==> config.mk <==
export PLATFORM = sky130hd
export DESIGN_NAME = inst_fetch_flat
export DESIGN_NICKNAME = d
export VERILOG_FILES = /design/src/rtl/inst_fetch_if.sv /design/src/rtl/inst_fetch.sv /design/src/flat_wrapper.sv
export SDC_FILE = /design/constraint.sdc
export NUM_CORES = 1
export LEC_CHECK = 0
export CAP_MARGIN = 15
export CORE_MARGIN = 2
export CORE_UTILIZATION = 51
export CTS_BUF_LIST = sky130_fd_sc_hd__clkbuf_16
export CTS_CLUSTER_DIAMETER = 120
export DETAILED_ROUTE_END_ITERATION = 10
export GPL_TIMING_DRIVEN = 0
export PLACE_DENSITY_LB_ADDON = 0.25
export SLEW_MARGIN = 20
export SYNTH_ARGS = -nofsm -noshare
export SYNTH_HDL_FRONTEND = slang
export SYNTH_SLANG_ARGS = --single-unit
==> constraint.sdc <==
create_clock -name clk -period 4.35 [get_ports clk]
set_clock_uncertainty 0.05 [all_clocks]
set_input_delay 0.6525 -clock clk [delete_from_list [all_inputs] [get_ports clk]]
set_output_delay 0.6525 -clock clk [all_outputs]
set_load 0.01 [all_outputs]
==> src/rtl/inst_fetch_if.sv <==
// Signal bundle between the fetch stage, the instruction ROM and the decode stage.
// master = the fetch stage, slave = ROM/decode side.
interface inst_fetch_if;
  logic [31:0] pc_addr;
  logic [31:0] rom_inst;
  logic        stall;
  logic        halt;
  logic        br_taken;
  logic        jump;
  logic [31:0] id_pc4;
  logic [15:0] br_imm;
  logic [25:0] jmp_idx;
  logic [31:0] if_id_inst;
  logic [31:0] if_id_pc;
  logic [31:0] if_id_pc4;
  logic        if_id_valid;
  logic [31:0] fetch_cnt;
  logic        halted;

  modport master (
    output pc_addr, if_id_inst, if_id_pc, if_id_pc4, if_id_valid, fetch_cnt, halted,
    input  rom_inst, stall, halt, br_taken, jump, id_pc4, br_imm, jmp_idx
  );

  modport slave (
    input  pc_addr, if_id_inst, if_id_pc, if_id_pc4, if_id_valid, fetch_cnt, halted,
    output rom_inst, stall, halt, br_taken, jump, id_pc4, br_imm, jmp_idx
  );
endinterface

==> src/rtl/inst_fetch.sv <==
// MIPS instruction-fetch stage: PC register, IF/ID capture register, redirect
// handling from decode and a count of valid instructions fetched.
module inst_fetch #(
  parameter logic [31:0] RESET_PC = 32'h00000000,
  parameter logic [31:0] NOP_INST = 32'h00000000
) (
  input  logic          clk,
  input  logic          rst_n,
  inst_fetch_if.master  bus
);

  typedef enum logic [1:0] {BOOT, RUN, HALT} state_t;

  state_t      state_reg, state_next;
  logic [31:0] pc_reg, pc_next;
  logic [31:0] inst_reg, inst_next;
  logic [31:0] ipc_reg, ipc_next;
  logic [31:0] ipc4_reg, ipc4_next;
  logic        valid_reg, valid_next;
  logic [31:0] cnt_reg, cnt_next;

  logic [31:0] jmp_target;
  logic [31:0] br_target;
  logic [31:0] redir_target;
  logic        redir;

  assign jmp_target   = {bus.id_pc4[31:28], bus.jmp_idx, 2'b00};
  assign br_target    = bus.id_pc4 + {{14{bus.br_imm[15]}}, bus.br_imm, 2'b00};
  // jump wins over a simultaneous taken branch
  assign redir        = bus.jump | bus.br_taken;
  assign redir_target = bus.jump ? jmp_target : br_target;

  always_ff @(posedge clk or negedge rst_n) begin
    if (!rst_n) begin
      state_reg <= BOOT;
      pc_reg    <= RESET_PC;
      inst_reg  <= NOP_INST;
      ipc_reg   <= 32'h0;
      ipc4_reg  <= 32'h0;
      valid_reg <= 1'b0;
      cnt_reg   <= 32'h0;
    end else begin
      state_reg <= state_next;
      pc_reg    <= pc_next;
      inst_reg  <= inst_next;
      ipc_reg   <= ipc_next;
      ipc4_reg  <= ipc4_next;
      valid_reg <= valid_next;
      cnt_reg   <= cnt_next;
    end
  end

  always_comb begin
    state_next = state_reg;
    pc_next    = pc_reg;
    inst_next  = inst_reg;
    ipc_next   = ipc_reg;
    ipc4_next  = ipc4_reg;
    valid_next = valid_reg;
    cnt_next   = cnt_reg;
    case (state_reg)
      BOOT: begin
        inst_next  = NOP_INST;
        valid_next = 1'b0;
        state_next = RUN;
      end
      RUN: begin
        if (bus.stall) begin
          // decode is frozen, so any redirect it shows now is not yet final
        end else if (bus.halt) begin
          if (redir) pc_next = redir_target;
          inst_next  = NOP_INST;
          valid_next = 1'b0;
          state_next = HALT;
        end else if (redir) begin
          // the word fetched this cycle is on the wrong path: squash it
          pc_next    = redir_target;
          inst_next  = NOP_INST;
          valid_next = 1'b0;
        end else begin
          inst_next  = bus.rom_inst;
          ipc_next   = pc_reg;
          ipc4_next  = pc_reg + 32'd4;
          valid_next = 1'b1;
          pc_next    = pc_reg + 32'd4;
          cnt_next   = cnt_reg + 32'd1;
        end
      end
      HALT: begin
        valid_next = 1'b0;
      end
      default: begin
        state_next = BOOT;
      end
    endcase
  end

  assign bus.pc_addr     = pc_reg;
  assign bus.if_id_inst  = inst_reg;
  assign bus.if_id_pc    = ipc_reg;
  assign bus.if_id_pc4   = ipc4_reg;
  assign bus.if_id_valid = valid_reg;
  assign bus.fetch_cnt   = cnt_reg;
  assign bus.halted      = (state_reg == HALT);

endmodule

==> src/flat_wrapper.sv <==
// flat-port wrapper written by rule: the top's interface ports become plain ports
module inst_fetch_flat 
#(
  parameter logic [31:0] RESET_PC = 32'h00000000,
  parameter logic [31:0] NOP_INST = 32'h00000000
)
  (clk, rst_n, bus_pc_addr, bus_if_id_inst, bus_if_id_pc, bus_if_id_pc4, bus_if_id_valid, bus_fetch_cnt, bus_halted, bus_rom_inst, bus_stall, bus_halt, bus_br_taken, bus_jump, bus_id_pc4, bus_br_imm, bus_jmp_idx);
  inst_fetch_if bus_i ();
  input  logic clk;
  input  logic rst_n;
  output wire logic [$bits(bus_i.pc_addr)-1:0] bus_pc_addr;
  output wire logic [$bits(bus_i.if_id_inst)-1:0] bus_if_id_inst;
  output wire logic [$bits(bus_i.if_id_pc)-1:0] bus_if_id_pc;
  output wire logic [$bits(bus_i.if_id_pc4)-1:0] bus_if_id_pc4;
  output wire logic [$bits(bus_i.if_id_valid)-1:0] bus_if_id_valid;
  output wire logic [$bits(bus_i.fetch_cnt)-1:0] bus_fetch_cnt;
  output wire logic [$bits(bus_i.halted)-1:0] bus_halted;
  input wire logic [$bits(bus_i.rom_inst)-1:0] bus_rom_inst;
  input wire logic [$bits(bus_i.stall)-1:0] bus_stall;
  input wire logic [$bits(bus_i.halt)-1:0] bus_halt;
  input wire logic [$bits(bus_i.br_taken)-1:0] bus_br_taken;
  input wire logic [$bits(bus_i.jump)-1:0] bus_jump;
  input wire logic [$bits(bus_i.id_pc4)-1:0] bus_id_pc4;
  input wire logic [$bits(bus_i.br_imm)-1:0] bus_br_imm;
  input wire logic [$bits(bus_i.jmp_idx)-1:0] bus_jmp_idx;
  assign bus_pc_addr = bus_i.pc_addr;
  assign bus_if_id_inst = bus_i.if_id_inst;
  assign bus_if_id_pc = bus_i.if_id_pc;
  assign bus_if_id_pc4 = bus_i.if_id_pc4;
  assign bus_if_id_valid = bus_i.if_id_valid;
  assign bus_fetch_cnt = bus_i.fetch_cnt;
  assign bus_halted = bus_i.halted;
  assign bus_i.rom_inst = bus_rom_inst;
  assign bus_i.stall = bus_stall;
  assign bus_i.halt = bus_halt;
  assign bus_i.br_taken = bus_br_taken;
  assign bus_i.jump = bus_jump;
  assign bus_i.id_pc4 = bus_id_pc4;
  assign bus_i.br_imm = bus_br_imm;
  assign bus_i.jmp_idx = bus_jmp_idx;
  inst_fetch #(.RESET_PC(RESET_PC), .NOP_INST(NOP_INST)) u_core (.clk(clk), .rst_n(rst_n), .bus(bus_i));
endmodule
# Word level (Yosys, flattened, before mapping)
# Cells that the tools add are included.
[word_totals] out_inout_bits=162 ff_bits=163 in_bits=112 word_cells=44
[op_classes] n_eq_ne=5 add_sub_neg=3 n_mux=15 n_reduce_logical=9 n_bitwise=5
[op_table] operator="32-bit 2-to-1 mux" count=7
[op_table] operator="32-bit one-hot mux with 2 select lines" count=1
[op_table] operator="32-bit by 1-bit adder with 32-bit output (second input constant)" count=1
[op_table] operator="32-bit by 3-bit adder with 32-bit output (second input constant)" count=1
[op_table] operator="32-bit adder" count=1
[op_table] operator="2-bit one-hot mux with 3 select lines" count=1
[op_table] operator="3-bit AND reduction" count=2
[op_table] operator="2-bit 2-to-1 mux" count=2
[op_table] operator="2-bit inequality test (second input constant)" count=2
[op_table] operator="1-bit NOT" count=4
[op_table] operator="2-bit AND reduction" count=2
[op_table] operator="4-bit AND reduction" count=1
[op_table] operator="2-bit nonzero test" count=2
[op_table] operator="1-bit 2-to-1 mux" count=3
[op_table] operator="2-bit by 1-bit == test with 1-bit output (second input constant)" count=1
[op_table] operator="2-bit == test (second input constant)" count=1
[op_table] operator="2-bit zero test" count=1
[op_table] operator="2-bit by 1-bit inequality test with 1-bit output (second input constant)" count=1
[op_table] operator="1-bit one-hot mux with 2 select lines" count=1
[op_table] operator="2-bit OR reduction" count=1
[op_table] operator="1-bit OR" count=1

# Logic depth before layout (Yosys ltp)
[depth] ltp_word=5 ltp_mapped=11

# Worst setup path after synthesis
# No wires, ideal clock.
[synth_path] kind="input -> register" startpoint="input port bus_br_imm[13]" endpoint="register u_core.pc_reg[30], in the netlist u_core.bus.pc_addr[30]" arrival_time_ps=2859 setup_ps=73 slack_ps=1368 t_required_ps=4227 path_stages=11 path_cell_list="ha_1 > buf_6 > a21o_1 > a21o_1 > a21o_1 > a2111o_1 > a21oi_4 > a211oi_2 > o31ai_4 > mux2_4 > a21oi_2"
[synth_via] elab_chain_cells=4 word_cells_on_any_way=5
[synth_rtl] item="from (decl)" line_no="flat_wrapper.sv:24" text="input wire logic [$bits(bus_i.br_imm)-1:0] bus_br_imm;"
[synth_rtl] item="32-bit adder *" line_no="inst_fetch.sv:28" text="assign br_target = bus.id_pc4 + {{14{bus.br_imm[15]}}, bus.br_imm, 2'b00};"
[synth_rtl] item="32-bit 2-to-1 mux *" line_no="inst_fetch.sv:31" text="assign redir_target = bus.jump ? jmp_target : br_target;"
[synth_rtl] item="32-bit 2-to-1 mux (on tied branches)" line_no="inst_fetch.sv:75, inst_fetch.sv:71"
[synth_rtl] item="32-bit 2-to-1 mux *" line_no="inst_fetch.sv:70" text="end else if (bus.halt) begin"
[synth_rtl] item="to (signal assigned)" line_no="inst_fetch.sv:44" text="pc_reg <= pc_next;"
[synth_rtl] item="to (decl)" line_no="inst_fetch.sv:15" text="logic [31:0] pc_reg, pc_next;"
# Every way passes the cells marked *; elsewhere a longest branch is shown, timed or not. The select of a mux whose other input is x is not followed.
# A chain may end at the register's enable or synchronous reset.

# Final worst setup path
[layout_path] startpoint="input port bus_br_imm[15]" endpoint="register u_core.pc_reg[31], in the netlist u_core.bus.pc_addr[31]"
# Same word-level chain as after synthesis.

==> results.md <==
* Proportion of synthesized area in mux cells at less than 1%
* Critical path's largest stage delay at between 0.7 and 0.8 ns
* CP Max Fanout at 15
* Post-route insts no fill at approximately 1,500
* CP Buf/Inv Count at 2
* Largest family of logic cells by synthesized area: compound AO/OA/AOI/OAI gates
* Post-synth EDFFs at 0
* Total gr overflow at 0
* Post-synthesis async set-or-reset flop share at 100%
* Inst Count DP at approximately 1,500
* Final Slew Violations at 0
* Fin area at around 13,000 um2
* DR WL met3 at around 2.7 mm
* Synth area leaders: dfrtp_1, nand2_1, xnor2_1
* Leak at 5.45 nW
* Via Count at around 8,500
* Die area at between 15,000 and 20,000 um2
* Max Cap Viol at 0
* Clk_lat worst skew at 0.43 ns
* Yosys reg bits at 161
* Unrepaired setup endpoints after global routing: false
* Die X at about 140 um
* Synthesis-to-finish area growth at 41.3%
* Multi-input logic area at around 4500 um2
* Root Buffer: clkbuf_16
* Total wire length at between 20 and 30 mm
* Hold Vio Cnt, Final at 0
* Worst Tran Pin Value at approximately 1 ns
* Synth Instances at 958
* Syn_area_per_cell at around 9.2 um2
* VDD IR max at around 0.25 mV
* Synthesis Warnings at 0
* TritonCTS buffer count at 17
* CP max stage cell: clkdlybuf4s50_1
* CTS tree: built
* CP Capture Type: flip-flop
* Startpoint types: input port
* Initial Utilization at between 50% and 60%
* Longest Clk Path Bufs at 2
* Compound-Gate Fraction of Synth Area at approximately a fifth
* Core Region at approximately 17,000 um2
* WL per Instance at ~19 um
* Global-route wire length before repair at roughly 44 mm
* Post-CTS setup buffers at 0
* Kind of cell adding the most delay to the critical path: buffers and inverters
* Post-Synth Simple-Gate Area at around a fifth
* FF+latch area at just over 4000 um2
* Metal-1 WL at roughly 11 mm
* Htree depth at 4
* # hold bufs at CTS at 0
* Dpl hpwl at roughly 22 mm
* Final design utilization at 73.1%
* Gp weighted congestion at 0.960
* Total power draw at approximately 6.4 mW
* Crit-path cells: clkdlybuf4s50_1 > ha_1 > clkbuf_1 > a21oi_1 > nor2b_1 > o21ai_0 > a211o_1 > o21ai_0 > a41oi_1 > xor2_1 > or4_1 > nand3_1
* Pin count of the biggest net entering global routing at 84
* Status: finished clean
* Post-CTS sizing at 0
* Clock transition at path regs at 0.07 ns
* Yosys top cell by area: dfrtp_1
* Fmax at 290 MHz
* Worst EP arrival at roughly 3.8 ns
* Uppermost layer routed: met4
* Post-route DRC at 0
* Final min period at around 3.4 ns
* Worst min path class: input port to async pin
* Fill count at between 1,000 and 1,500
* Initial antenna violation count at 0
* Met2 WL at around 14 mm
* Number of port buffers at 273
* Crit path kind: input port to flip-flop
* Share of the synthesized area in the top cell type at 45.5%
* Detail Route Antenna Nets at 0
* Period utilization at 79.2%
* Global Route Usage Sum at a little under a third
* Detailed Routing Iterations Pass 1 at 5
* Net count, final at approximately 1,400
* FP Rows at 48
* Ports at 274
* Number of global-route vias before repair at slightly above 8,000
* Relative slew slack at a little over 30%
* Post-synth cell types at 80
* XOR/XNOR Fraction of Synth Area at roughly 7.6%
* Count of final setup violators at 0
* Vias per cell at roughly 5.7
* Critical path required time at around 4.7 ns
* Layout cells sized above 1 at under 10%
* Area of placed instances at about 12,000 um2
* Diode count at 0
* Initial DRC count at just under 600
* Pwr per Cell Area at approximately 500 nW/um2
* Clock sinks at ~160
* Post-synthesis sequential area ratio at a little under half
* Synth Area in Adders at under 10%
* Chip height at roughly 140 um
* Ys flop type: dfrtp_1
* Area of the mapped netlist at 8850 um2
* Syn nets at 1,102
* Most frequent CP cell: o21ai_0
cells in the mapped netlist (all sizes together), types with 5 or more instances:
cell type  instances
ha                31
xor2              30
clkbuf            41
nor2b              8
nand3             32
nand4             16
o21ai             66
a22o              31
o211ai             5
mux2i              6
buf               14
a21oi             65
dfrtp            161
a31oi              5
and2               6
o221ai             5
nand2            179
nor3              11
xnor2             47
a211oi            10
a21o              21
nor2              71
inv               13
and3              17
o22ai             10
cells by family after synthesis:
group / after synthesis
flops: 161
compound gates: 253
fa+ha+maj: 32
buf+inv: 69
simple gates: 358
mux: 8
xor+xnor: 77
layer usage:
layer / track usage, % / vias up
met4: 8.97 / 0
met2: 52.0 / 424
met1: 39.0 / 4073
met5: 0 / -
li1: - / 3971
met3: 7.86 / 57
stage by stage:
stage               hold WS [ns]  setup slack [ns]  TNS [ns]
floorplan                  0.307              1.37         0
global placement           0.410             -3.84   -615.13
detailed placement         0.413             0.458         0
CTS                        0.193             0.882         0
global route               0.211             0.628         0
finish                     0.165             0.904         0
final cells by class:
class                           count  share of cell area [%]
Timing Repair Buffer              274                    22.1
Clock inverter                     15                    1.47
Multi-Input combinational cell    728                    36.0
Buffer                             55                    2.12
Tap cell                          225                    2.25
Sequential cell                   161                    32.2
Inverter                           14                   0.420
Clock buffer                       17                    3.40
where the power goes:
group          internal (mW)  switching [mW]  total (mW)  leakage (nW)
Combinational           1.28            1.20        2.48          3.11
Sequential              1.93           0.429        2.36          2.06
Clock                  0.910           0.639        1.55         0.290
final timing paths:
check / start / end / slack [ns] / cells after the start
setup / recovery: bus_br_imm[15] / u_core.bus.pc_addr[31]$_DFFE_PN0P_ / 0.90 / 12
hold / removal: rst_n / u_core.bus.pc_addr[2]$_DFFE_PN0P_ / 0.16 / 1
setup reg to reg: u_core.bus.pc_addr[2]$_DFFE_PN0P_ / u_core.bus.pc_addr[28]$_DFFE_PN0P_ / 1.36 / 10
hold reg to reg: u_core.bus.fetch_cnt[31]$_DFFE_PN0P_ / u_core.bus.fetch_cnt[31]$_DFFE_PN0P_ / 0.42 / 1
max in group asynchronous: rst_n / u_core.bus.fetch_cnt[2]$_DFFE_PN0P_ / 3.24 / 2
min in group clk: u_core.bus.fetch_cnt[31]$_DFFE_PN0P_ / u_core.bus.fetch_cnt[31]$_DFFE_PN0P_ / 0.42 / 1
cell usage in the layout, fill, tap and decap left out, types with 5 or more instances in the layout:
cell             count
clkdlybuf4s50_1    272
nand2_1            179
dfrtp_1            161
nor2_1              67
a21oi_1             63
o21ai_0             58
xnor2_1             47
clkbuf_1            39
a22o_1              31
ha_1                31
xor2_1              30
nand3_1             30
a21o_1              20
clkbuf_16           17
and3_1              15
inv_1               14
nand4_1             12
nor3_1              11
o22ai_1             10
a211oi_1             9
nor2b_1              8
o21ai_1              7
mux2i_1              6
and2_1               5
o221ai_1             5
a31oi_1              5
o211ai_1             5
(Power assumes the default switching activity.)
